**src/rtl/pixel_write_buffer.sv**
```systemverilog
// pixel_write_buffer
// Decouples draw_line pixel writes from the display SRAM write port.
// Pixels are queued as {linear address, value}; each granted cycle
// drains one entry into registered SRAM write outputs.
// Optional build macro PIXEL_WRITE_CLIP_EN: discard pushes outside
// H_RES x V_RES and flag each one with a one-cycle clip_drop pulse.
module pixel_write_buffer #(
   parameter int DEPTH = 16,
   parameter int H_RES = 160,
   parameter int V_RES = 120
) (
   input  logic        clk,
   input  logic        rst_n,
   input  logic        wr_valid,
   input  logic [7:0]  write_x_pos,
   input  logic [6:0]  write_y_pos,
   input  logic        pixel_value,
   input  logic        sram_wr_grant,
   input  logic        clear_overflow,
   output logic        sram_we,
   output logic [14:0] sram_addr,
   output logic        sram_wdata,
   output logic [6:0]  fifo_count,
   output logic        fifo_full,
   output logic        fifo_empty,
   output logic        overflow,
   output logic        clip_drop,
   output logic        idle
);

   localparam int          AW      = $clog2(DEPTH);
   localparam logic [6:0]  DEPTH_C = 7'(DEPTH);
   localparam logic [14:0] H_RES_C = 15'(H_RES);

   // Linear address y*H_RES+x built as a constant shift-add sum, so only
   // adders sit on the push side and the pop side is a plain register read.
   function automatic logic [14:0] f_lin_addr(input logic [6:0] y, input logic [7:0] x);
      logic [14:0] acc;
      acc = {7'd0, x};
      for (int b = 0; b < 15; b++) begin
         if (H_RES_C[b]) acc = acc + ({8'd0, y} << b);
      end
      return acc;
   endfunction

   logic [14:0]   r_mem_addr [DEPTH];
   logic          r_mem_val  [DEPTH];
   logic [AW-1:0] r_wr_ptr;
   logic [AW-1:0] r_rd_ptr;
   logic [6:0]    r_count;
   logic          r_sram_we;
   logic [14:0]   r_sram_addr;
   logic          r_sram_wdata;
   logic          r_overflow;

   logic          w_in_range;
   logic          w_push_req;
   logic          w_push;
   logic          w_pop;
   logic          w_ovf_evt;
   logic [14:0]   w_push_addr;

`ifdef PIXEL_WRITE_CLIP_EN
   assign w_in_range = (int'(write_x_pos) < H_RES) && (int'(write_y_pos) < V_RES);
`else
   assign w_in_range = 1'b1;
`endif

   // Pop needs a grant and a stored entry; there is no bypass from an empty FIFO.
   assign w_pop       = sram_wr_grant && (r_count != 7'd0);
   assign w_push_req  = wr_valid && w_in_range;
   // A full FIFO still accepts when the head leaves on the same edge.
   assign w_push      = w_push_req && ((r_count != DEPTH_C) || w_pop);
   assign w_ovf_evt   = w_push_req && !w_push;
   assign w_push_addr = f_lin_addr(write_y_pos, write_x_pos);

   // Entry storage: written on push only, never reset.
   always_ff @(posedge clk) begin
      if (w_push) begin
         r_mem_addr[r_wr_ptr] <= w_push_addr;
         r_mem_val[r_wr_ptr]  <= pixel_value;
      end
   end

   // Pointers wrap naturally at DEPTH (power of two); count disambiguates full/empty.
   always_ff @(posedge clk or negedge rst_n) begin
      if (!rst_n) begin
         r_wr_ptr <= '0;
         r_rd_ptr <= '0;
         r_count  <= 7'd0;
      end else begin
         if (w_push) r_wr_ptr <= r_wr_ptr + 1'b1;
         if (w_pop)  r_rd_ptr <= r_rd_ptr + 1'b1;
         case ({w_push, w_pop})
            2'b10:   r_count <= r_count + 7'd1;
            2'b01:   r_count <= r_count - 7'd1;
            default: r_count <= r_count;
         endcase
      end
   end

   // SRAM write outputs: strobe for one cycle per pop, address/data hold otherwise.
   always_ff @(posedge clk or negedge rst_n) begin
      if (!rst_n) begin
         r_sram_we    <= 1'b0;
         r_sram_addr  <= 15'd0;
         r_sram_wdata <= 1'b0;
      end else begin
         r_sram_we <= w_pop;
         if (w_pop) begin
            r_sram_addr  <= r_mem_addr[r_rd_ptr];
            r_sram_wdata <= r_mem_val[r_rd_ptr];
         end
      end
   end

   // Sticky overflow; a drop on the same edge as a clear keeps it set.
   always_ff @(posedge clk or negedge rst_n) begin
      if (!rst_n)              r_overflow <= 1'b0;
      else if (w_ovf_evt)      r_overflow <= 1'b1;
      else if (clear_overflow) r_overflow <= 1'b0;
   end

`ifdef PIXEL_WRITE_CLIP_EN
   logic r_clip_drop;

   // One-cycle pulse for every out-of-range pixel that was discarded.
   always_ff @(posedge clk or negedge rst_n) begin
      if (!rst_n) r_clip_drop <= 1'b0;
      else        r_clip_drop <= wr_valid && !w_in_range;
   end

   assign clip_drop = r_clip_drop;
`else
   assign clip_drop = 1'b0;
`endif

   assign sram_we    = r_sram_we;
   assign sram_addr  = r_sram_addr;
   assign sram_wdata = r_sram_wdata;
   assign fifo_count = r_count;
   assign fifo_full  = (r_count == DEPTH_C);
   assign fifo_empty = (r_count == 7'd0);
   assign overflow   = r_overflow;
   assign idle       = (r_count == 7'd0) && !r_sram_we;

endmodule

```
**config.mk**
```make
export PLATFORM = sky130hd
export DESIGN_NAME = pixel_write_buffer
export DESIGN_NICKNAME = d
export VERILOG_FILES = /design/src/rtl/pixel_write_buffer.sv
export SDC_FILE = /design/constraint.sdc
export NUM_CORES = 1
export LEC_CHECK = 0
export ABC_AREA = 1
export BUFFER_PORTS_ARGS = -buffer_cell sky130_fd_sc_hd__buf_2
export CORE_MARGIN = 2
export CORE_UTILIZATION = 40
export DETAILED_ROUTE_END_ITERATION = 10
export GPL_TIMING_DRIVEN = 0
export PLACE_DENSITY = 0.6
export SLEW_MARGIN = 40
export SYNTH_ARGS = -nofsm -noshare
export SYNTH_HDL_FRONTEND = slang
export SYNTH_SLANG_ARGS = --single-unit
```
**constraint.sdc**
```tcl
create_clock -name clk -period 2.9 [get_ports clk]
set_clock_uncertainty 0.2 [all_clocks]
set_input_delay 0.58 -clock clk [delete_from_list [all_inputs] [get_ports clk]]
set_output_delay 0.58 -clock clk [all_outputs]
set_load 0.02 [all_outputs]
```
-- Yosys cells after proc, flatten, opt, wreduce, memory -nomap -nowiden
Memories as Yosys holds them, arrays and structs flattened. A register that Yosys moved wholly into a read port is not among the register bits.
Cells that the tools add are included.
- register bits: 17
- word-level logic and storage cells: 35
- output and inout port bits: 29
- memories kept: 2
- bits in writable memories: 256
- latch bits: 0
- bits of input ports: 21
- memory bits (read-only): 0
- memories (memory ; depth ; bits a word ; rd ports ; clocked after Yosys merged registers in ; write ports ; RTL line ; text):
    r_mem_addr ; 16 ; 15 ; 1 ; 1 ; 1 ; 46 ; logic [14:0] r_mem_addr [DEPTH];
    r_mem_val ; 16 ; 1 ; 1 ; 1 ; 1 ; 47 ; logic r_mem_val [DEPTH];
- bitwise operators: 0
- shifts and indexed selects: 0
- multiplexer cells: 5
- $lt $le $gt $ge: 0
- divide/modulo/power cells: 0
- eq/ne operators: 4
- reductions and logical operators: 13
- $add $sub $neg: 6
- multipliers: 0
- operator list (kind ; number):
    13-bit by 14-bit adder with 15-bit output ; 1
    7-bit case mux with 2 select lines ; 1
    8-bit by 12-bit adder with 13-bit output ; 1
    4-bit by 1-bit adder with 4-bit output, second input constant ; 2
    7-bit by 1-bit adder with 7-bit output, second input constant ; 1
    7-bit by 5-bit == test with 1-bit output, second input constant ; 1
    7-bit zero test ; 1
    7-bit by 5-bit != test with 1-bit output, second input constant ; 1
    7-bit nonzero test ; 1
    7-bit by 1-bit subtractor with 7-bit output, second input constant ; 1
    1-bit logical AND ; 4
    1-bit zero test ; 4
    1-bit two-way mux ; 4
    2-bit nonzero test ; 2
    2-bit by 1-bit == test with 1-bit output, second input constant ; 1
    2-bit == test, second input constant ; 1
    1-bit logical OR ; 1

-- Depth between registers and ports, before layout
Gate-level depths: netlist of run 1.
- depth after elaboration: 7
- mapped depth: 16

-- Worst setup path before layout of run 1
OpenSTA, ideal clock, no wires.
- path type: in2reg
- start: input write_x_pos[7]
- end: memory r_mem_addr[0][12], data pin
- arrival time: 2.490 ns
- path buffers: 0
- required time: 2.411 ns
- path slack: -0.079 ns
- cell stages on the path: 11
- cells stage by stage: inv_1 > fa_1 > inv_1 > fa_1 > nand3_1 > nand2_1 > nand2_1 > nand2_1 > nand2_1 > nand2_1 > xor2_1
- cells in the longest elaborated chain, start to end: 2
- ends and longest elaborated chain (what ; RTL line ; text):
    start, declared ; 15 ; input logic [7:0] write_x_pos,
    8-bit by 12-bit adder with 13-bit output ; 41 ; if (H_RES_C[b]) acc = acc + ({8'd0, y} << b);
    13-bit by 14-bit adder with 15-bit output ; 41 ;
    named net w_push_addr[12] ; 61 ; logic [14:0] w_push_addr;
    end, declared ; 46 ;
The timed path passes the listed nets, and every way through them passes these cells.

-- Worst setup path in the final report of run 1
- start: input write_y_pos[0]
- end: memory r_mem_addr[6][14], data pin
- cells in the longest elaborated chain, start to end: 2
- ends and longest elaborated chain (what ; RTL line ; text):
    start, declared ; 16 ; input logic [6:0] write_y_pos,
    8-bit by 12-bit adder with 13-bit output ; 41 ;
    13-bit by 14-bit adder with 15-bit output * ; 41 ;
    named net w_push_addr[14] ; 61 ;
The timed path passes the listed nets; every way through them passes the cells marked *.

==> results of run 1 <==
synthesized netlist by cell type:
cell type,instances
inv_1,31
o21ai_1,10
nand2_4,1
clkbuf_1,16
dfrtp_1,33
nand3_1,107
ha_1,23
conb_1,1
o22ai_1,1
edfxtp_1,256
a21oi_1,9
fa_1,3
buf_2,18
buf_4,4
clkinv_1,1
buf_6,12
a31oi_1,1
nand3_4,1
o21ai_2,1
nor2_1,279
xnor2_1,2
buf_1,7
xor2_1,14
nand4_1,6
nand2_1,109
o21ai_0,122
inv_2,2
nor3_1,1
power groups by stage:
stage | Sequential (W) | Combinational [W] | Clock, W
after floorplan | 0.00570 | 0.00325 | 0
after global placement | 0.00555 | 0.00525 | 0
after detailed placement | 0.00554 | 0.00553 | 0
after CTS | 0.00546 | 0.00556 | 0.00380
after global routing | 0.00552 | 0.00612 | 0.00395
final | 0.00546 | 0.00558 | 0.00376
timing repair:
action | 4_1_cts | 5_1_grt
gates resized for setup | 1 | 4
endpoints found under the setup margin | 16 | 3
hold buffers | 1 | 0
endpoints found under the hold margin | 33 | 0
worst max path at each step:
stage,start,to,cells after the start,slack [ns]
finish,write_y_pos[0],r_mem_addr[6][14],13,0.15
global route,write_y_pos[0],r_mem_addr[6][14],13,0.03
CTS,fifo_count[5],fifo_count[5],14,0.09
detailed placement,write_x_pos[7],r_mem_addr[12][12],12,-0.60
global placement,write_x_pos[7],r_mem_addr[2][11],9,-0.69
floorplan,write_x_pos[7],r_mem_addr[0][13],9,0.11
stage by stage:
step	cells	total power, W	hold WS [ns]	worst slack [ns]
finish	1584	0.0148	0.0165	0.146
global route	1584	0.0156	0.0107	0.0256
global placement	1515	0.0108	0.258	-0.694
floorplan	1071	0.00896	0.0844	0.106
detailed placement	1527	0.0111	0.261	-0.602
CTS	1584	0.0148	0.00163	0.0894
kinds of logic after synthesis:
| family | after synthesis | share of synthesized area |
|---|---|---|
| simple gates | 504 | 0.168 |
| compound gates | 144 | 0.0593 |
| flops | 289 | 0.694 |
| fa+ha+maj | 26 | 0.0284 |
| buf+inv | 91 | 0.0383 |
| other cells | 1 | 0.000306 |
| xor+xnor | 16 | 0.0114 |
state kept, by name, summed over array words and instances, names as in the netlist:
name	flops
fifo_count	7
overflow	1
r_mem_addr	240
r_mem_val	16
r_rd_ptr	4
r_wr_ptr	4
sram_addr	15
sram_wdata	1
sram_we	1
per-layer routing:
layer / global-route usage / wire [µm]
met3: 0.0235 / 1920
met2: 0.336 / 15300
met5: 0 / 0
met1: 0.278 / 13900
met4: 0.0810 / 1360
critical path, stage by stage:
cell	delay, ns
buf_2	0.11
inv_1	0.06
fa_1	0.41
inv_1	0.11
fa_1	0.25
nand3_1	0.09
nand2_1	0.13
nand2_1	0.06
nand2_1	0.05
nand2_1	0.04
nand2_1	0.16
a21oi_1	0.11
nor2_2	0.61
cell type report:
type	instances	share of cell area
clock inverters	25	0.0145
repair buffers	61	0.0327
plain buffers	57	0.0237
multi-input cells	691	0.242
clock buffers	31	0.0524
flip-flops and latches	289	0.591
well taps	396	0.0344
inverters	34	0.00886
==> metrics.cfg, run 1 <==
[detailed_routing]
routed_via_density=5.24
vias=8293
first_pass_iters=5
ant_nets=0
routedWlPerCell_um=20.5
wirelength_um=32400
drc=0
drtIter0Drc=739

[clock_tree]
cts_sinks=289
insertion_delay_ns=0.57
cts_tree=built
cts-buffers-inserted=30
cts-htree-levels=1
cts.path.max_buffers=3
clkTransAtPathRegs_ns=0.06
cts-root-buf=clkbuf_16
cts_setup_buffers=0

[setup_path]
reg2regPathDepth=14
path_class=in2reg
rr_startpoint=fifo_count[5]
arrival_ns=2.80
worst-path-max-fanout=16
worstReg2RegEnd=fifo_count[5]
ff2ff_setup_slack_ns=0.31
cp.required_ns=2.94
cp-end-kind=flop
start_kind=primary input

[flow_run]
max_cap_viol_count=0

[placement]
placed_area_mm2=0.0134
place.gp.congestion=0.901
dp_hpwl_um=22200
port-buffer-count=48

[synthesis]
yosysTopAreaCellShare=0.627
ys_ff_latch=289
seq_area_frac_synth=0.694
yosysWarnings=0
ys_types=28
syn_nets=1118
syn-cell-area_mm2=0.0123
syn-mean-instance-area_um2=11.5
yosys.area.top_type=edfxtp_1
synth_cells=1071
synth_area_leaders=edfxtp_1, nor2_1, dfrtp_1, o21ai_0, nand3_1

[global_routing]
grt_max_degree=34
overflow=0
grt_pass1_vias=7941
grt_pass1_wl_um=47900
gr-usage-all-layers=0.205
grt_antenna_before_repair=0

[layout]
area_growth_pct=17.4
ff_latch_area_mm2=0.00851
most-common-layout-cells=nor2_1, edfxtp_1, o21ai_0
n_antenna_cell=0
fill_cells=2754
fin_area_mm2=0.0144
fin_util=0.473
multi_input_area_mm2=0.00348
drive_gt1_frac=0.144
final_common_cell=nor2_1
nNetsFinal=1211

[die]
num_rows=64
start_util=0.403
die_area_mm2=0.0321
coreArea_mm2=0.0304
fp.dieH_um=179
ios=50
die-width_um=179

[power_and_ir_drop]
p_leak_nw=5.36
p_clk_frac=0.254
seqPwrFrac=0.369
p_switching_w=0.00574
combPwrFrac=0.377
ir_worst_vdd_v=0.000575
p_per_area_mw_per_mm2=1030
p_int_w=0.00906
swShare=0.388

[timing]
slew_headroom=0.439
rsz0062_at_grt=no
finalCritPeriodShare=0.950
max_freq_mhz=363
hold_viol=0
slew_violations=0
setup_tns_ns=0
tightest_slew_ns=0.841
fin_crit_ns=2.75
setup-violations-final=0

[min_path]
holdCritStartpoint=clear_overflow
holdPathEnd=overflow
hold_depth=2
worstHoldPathType=in2reg

[outcome]
status=complete, no violations

Note: power is estimated with default switching activity, not from simulation.
==> run 2, diff against run 1 <==
--- a/config.mk
+++ b/config.mk
@@ -7,7 +7,7 @@
 export LEC_CHECK = 0
 export ABC_AREA = 1
 export BUFFER_PORTS_ARGS = -buffer_cell sky130_fd_sc_hd__buf_2
-export CORE_MARGIN = 2
+export CORE_MARGIN = 4
 export CORE_UTILIZATION = 40
 export DETAILED_ROUTE_END_ITERATION = 10
 export GPL_TIMING_DRIVEN = 0
==> run 2 against run 1 <==
Register-to-register slack lost 0.06 ns. Critical path depth stayed put. Global-route usage shrank 1.6 points. Worst setup slack better by 0.030 ns. Worst hold slack improved by 0.015 ns. Combinational power hardly changed. Sequential cell count did not move. Power up 0.39%. Clock power grew 2%. Sequential share of layout area fell by 0.18 points.
==> metrics.cfg, run 2 (synthesized netlist as in run 1, its figures left out) <==
[min_path]
holdCritStartpoint=clear_overflow
worstHoldPathType=in2reg

[global_routing]
gr-usage-all-layers=0.188
grt_max_degree=34
grt_antenna_before_repair=1
grt_pass1_wl_um=47900
overflow=0
grt_pass1_vias=7923

[timing]
max_freq_mhz=367
tightest_slew_ns=0.756
fin_hold_ws_ns=0.0311
setup-violations-final=0
rsz0062_at_grt=no
setup_tns_ns=0
slew_violations=0
hold_viol=0
finalCritPeriodShare=0.939
fin_crit_ns=2.72
slew_headroom=0.495

[die]
die-width_um=183
coreArea_mm2=0.0300
ios=50
start_util=0.409
num_rows=63
die_area_mm2=0.0335
fp.dieH_um=183

[setup_path]
max_stage_delay_ns=0.53
path_class=in2reg
cp.required_ns=2.95
worstReg2RegEnd=fifo_count[5]
slowest_stage=fa_1
arrival_ns=2.78
worst-path-max-fanout=16
reg2regPathDepth=14
critPathMostFrequentCell=nand2_1
crit_cells=13
crit_chain=buf_2 -> inv_1 -> fa_1 -> inv_1 -> fa_1 -> nand3_1 -> nand2_1 -> nand2_1 -> nand2_1 -> nand2_1 -> nand2_1 -> a21oi_1 -> nor2_4
start_kind=primary input
critPathCapture=r_mem_addr[0][14]
cp-startpoint=write_x_pos[7]
critPathTopFamily=adder cells
rr_startpoint=fifo_count[5]
cp-end-kind=flop
ff2ff_setup_slack_ns=0.25
critPathBufInv=3

[power_and_ir_drop]
p_switching_w=0.00564
combPwrFrac=0.375
ir_worst_vdd_v=0.000486
seqPwrFrac=0.368
p_int_w=0.00922
p_clk_frac=0.257
swShare=0.379
p_leak_nw=5.36
p_per_area_mw_per_mm2=1030

[detailed_routing]
routedWlPerCell_um=20.2
drc=0
wirelength_um=31900
ant_nets=0
first_pass_iters=5
routed_via_density=5.20
drtIter0Drc=863
vias=8205

[layout]
largest_reg_flops=240
ff_latch_area_mm2=0.00851
area_growth_pct=17.8
fin_util=0.482
n_antenna_cell=0
final_common_cell=nor2_1
fill_cells=2641
fin_cells=1578
nNetsFinal=1211
drive_gt1_frac=0.140
multi_input_area_mm2=0.00351
most-common-layout-cells=nor2_1, edfxtp_1, o21ai_0
largest-register=r_mem_addr

[clock_tree]
cts_tree=built
cts_sinks=289
cts-htree-levels=1
cts.path.max_buffers=3
insertion_delay_ns=0.54
cts-root-buf=clkbuf_16
cts-buffers-inserted=30
clkTransAtPathRegs_ns=0.06

[placement]
port-buffer-count=48
dp_hpwl_um=22200
place.gp.congestion=0.851
dp.cells=1520

[outcome]
status=complete, no violations

[flow_run]
max_cap_viol_count=0

-- run 2: cell types whose count changed in the layout (fill, tap and decap cells not counted), sizes merged --
cell	delta
clkinv	-6
clkbuf	+6
clkinvlp	-1
bufinv	+1
-- run 2: worst min-delay path by stage --
stage	endpoint	slack [ns]	depth (start not counted)
after floorplan	fifo_count[0]	0.08	0
after global placement	sram_addr[3]	0.26	2
after detailed placement	sram_addr[13]	0.26	2
after CTS	overflow	0.009	2
after global routing	overflow	0.02	2
final	overflow	0.03	2
-- run 2: stage by stage --
stage	instance area [µm²]	worst slack [ns]	power (W)
2_1_floorplan	12300	0.106	0.00896
3_3_place_gp	13000	-0.706	0.0108
3_5_place_dp	13400	-0.567	0.0110
4_1_cts	14400	0.0897	0.0149
5_1_grt	14400	0.00612	0.0157
6_report	14400	0.176	0.0149
-- run 2: area by class of cell --
type	instances	share of cell area
Buffer	57	0.0237
Clock buffer	37	0.0553
Clock inverter	19	0.0132
Inverter	34	0.00884
Multi-Input combinational cell	691	0.243
Sequential cell	289	0.589
Tap cell	390	0.0338
Timing Repair Buffer	61	0.0329
-- run 2: worst register-to-register path, cell delays in order (launching register included) --
cell and delay (ns):
dfrtp_1 0.43, nor2_2 0.17, nand2_1 0.13, o21ai_2 0.17
inv_1 0.14, nand2_2 0.18, inv_1 0.14, ha_2 0.40
nand3_1 0.08, nand2_1 0.12, nand3_1 0.09, nand2_1 0.09
xor2_1 0.14, nand2_1 0.06, nand2_1 0.05
-- run 2: repair_timing --
action | 4_1_cts | 5_1_grt
setup buffers | 0 | 1
hold buffers | 1 | 0
endpoints found under the setup margin | 6 | 36
hold endpoints to repair | 33 | 0
resized for setup | 1 | 4
pin swaps | 0 | 0
-- run 2: metal layers --
metal / share of wire / global-route usage
met4: 0.033 / 0.0611
met1: 0.43 / 0.261
met5: 0 / 0
met2: 0.48 / 0.311
met3: 0.056 / 0.0244
-- run 2: power groups by stage --
stage                     clock [W]  sequential, W  combinational, W
after global routing        0.00408        0.00551           0.00611
after floorplan                   0        0.00570           0.00325
final                       0.00382        0.00546           0.00557
after global placement            0        0.00555           0.00523
after detailed placement          0        0.00554           0.00550
after CTS                   0.00387        0.00546           0.00553
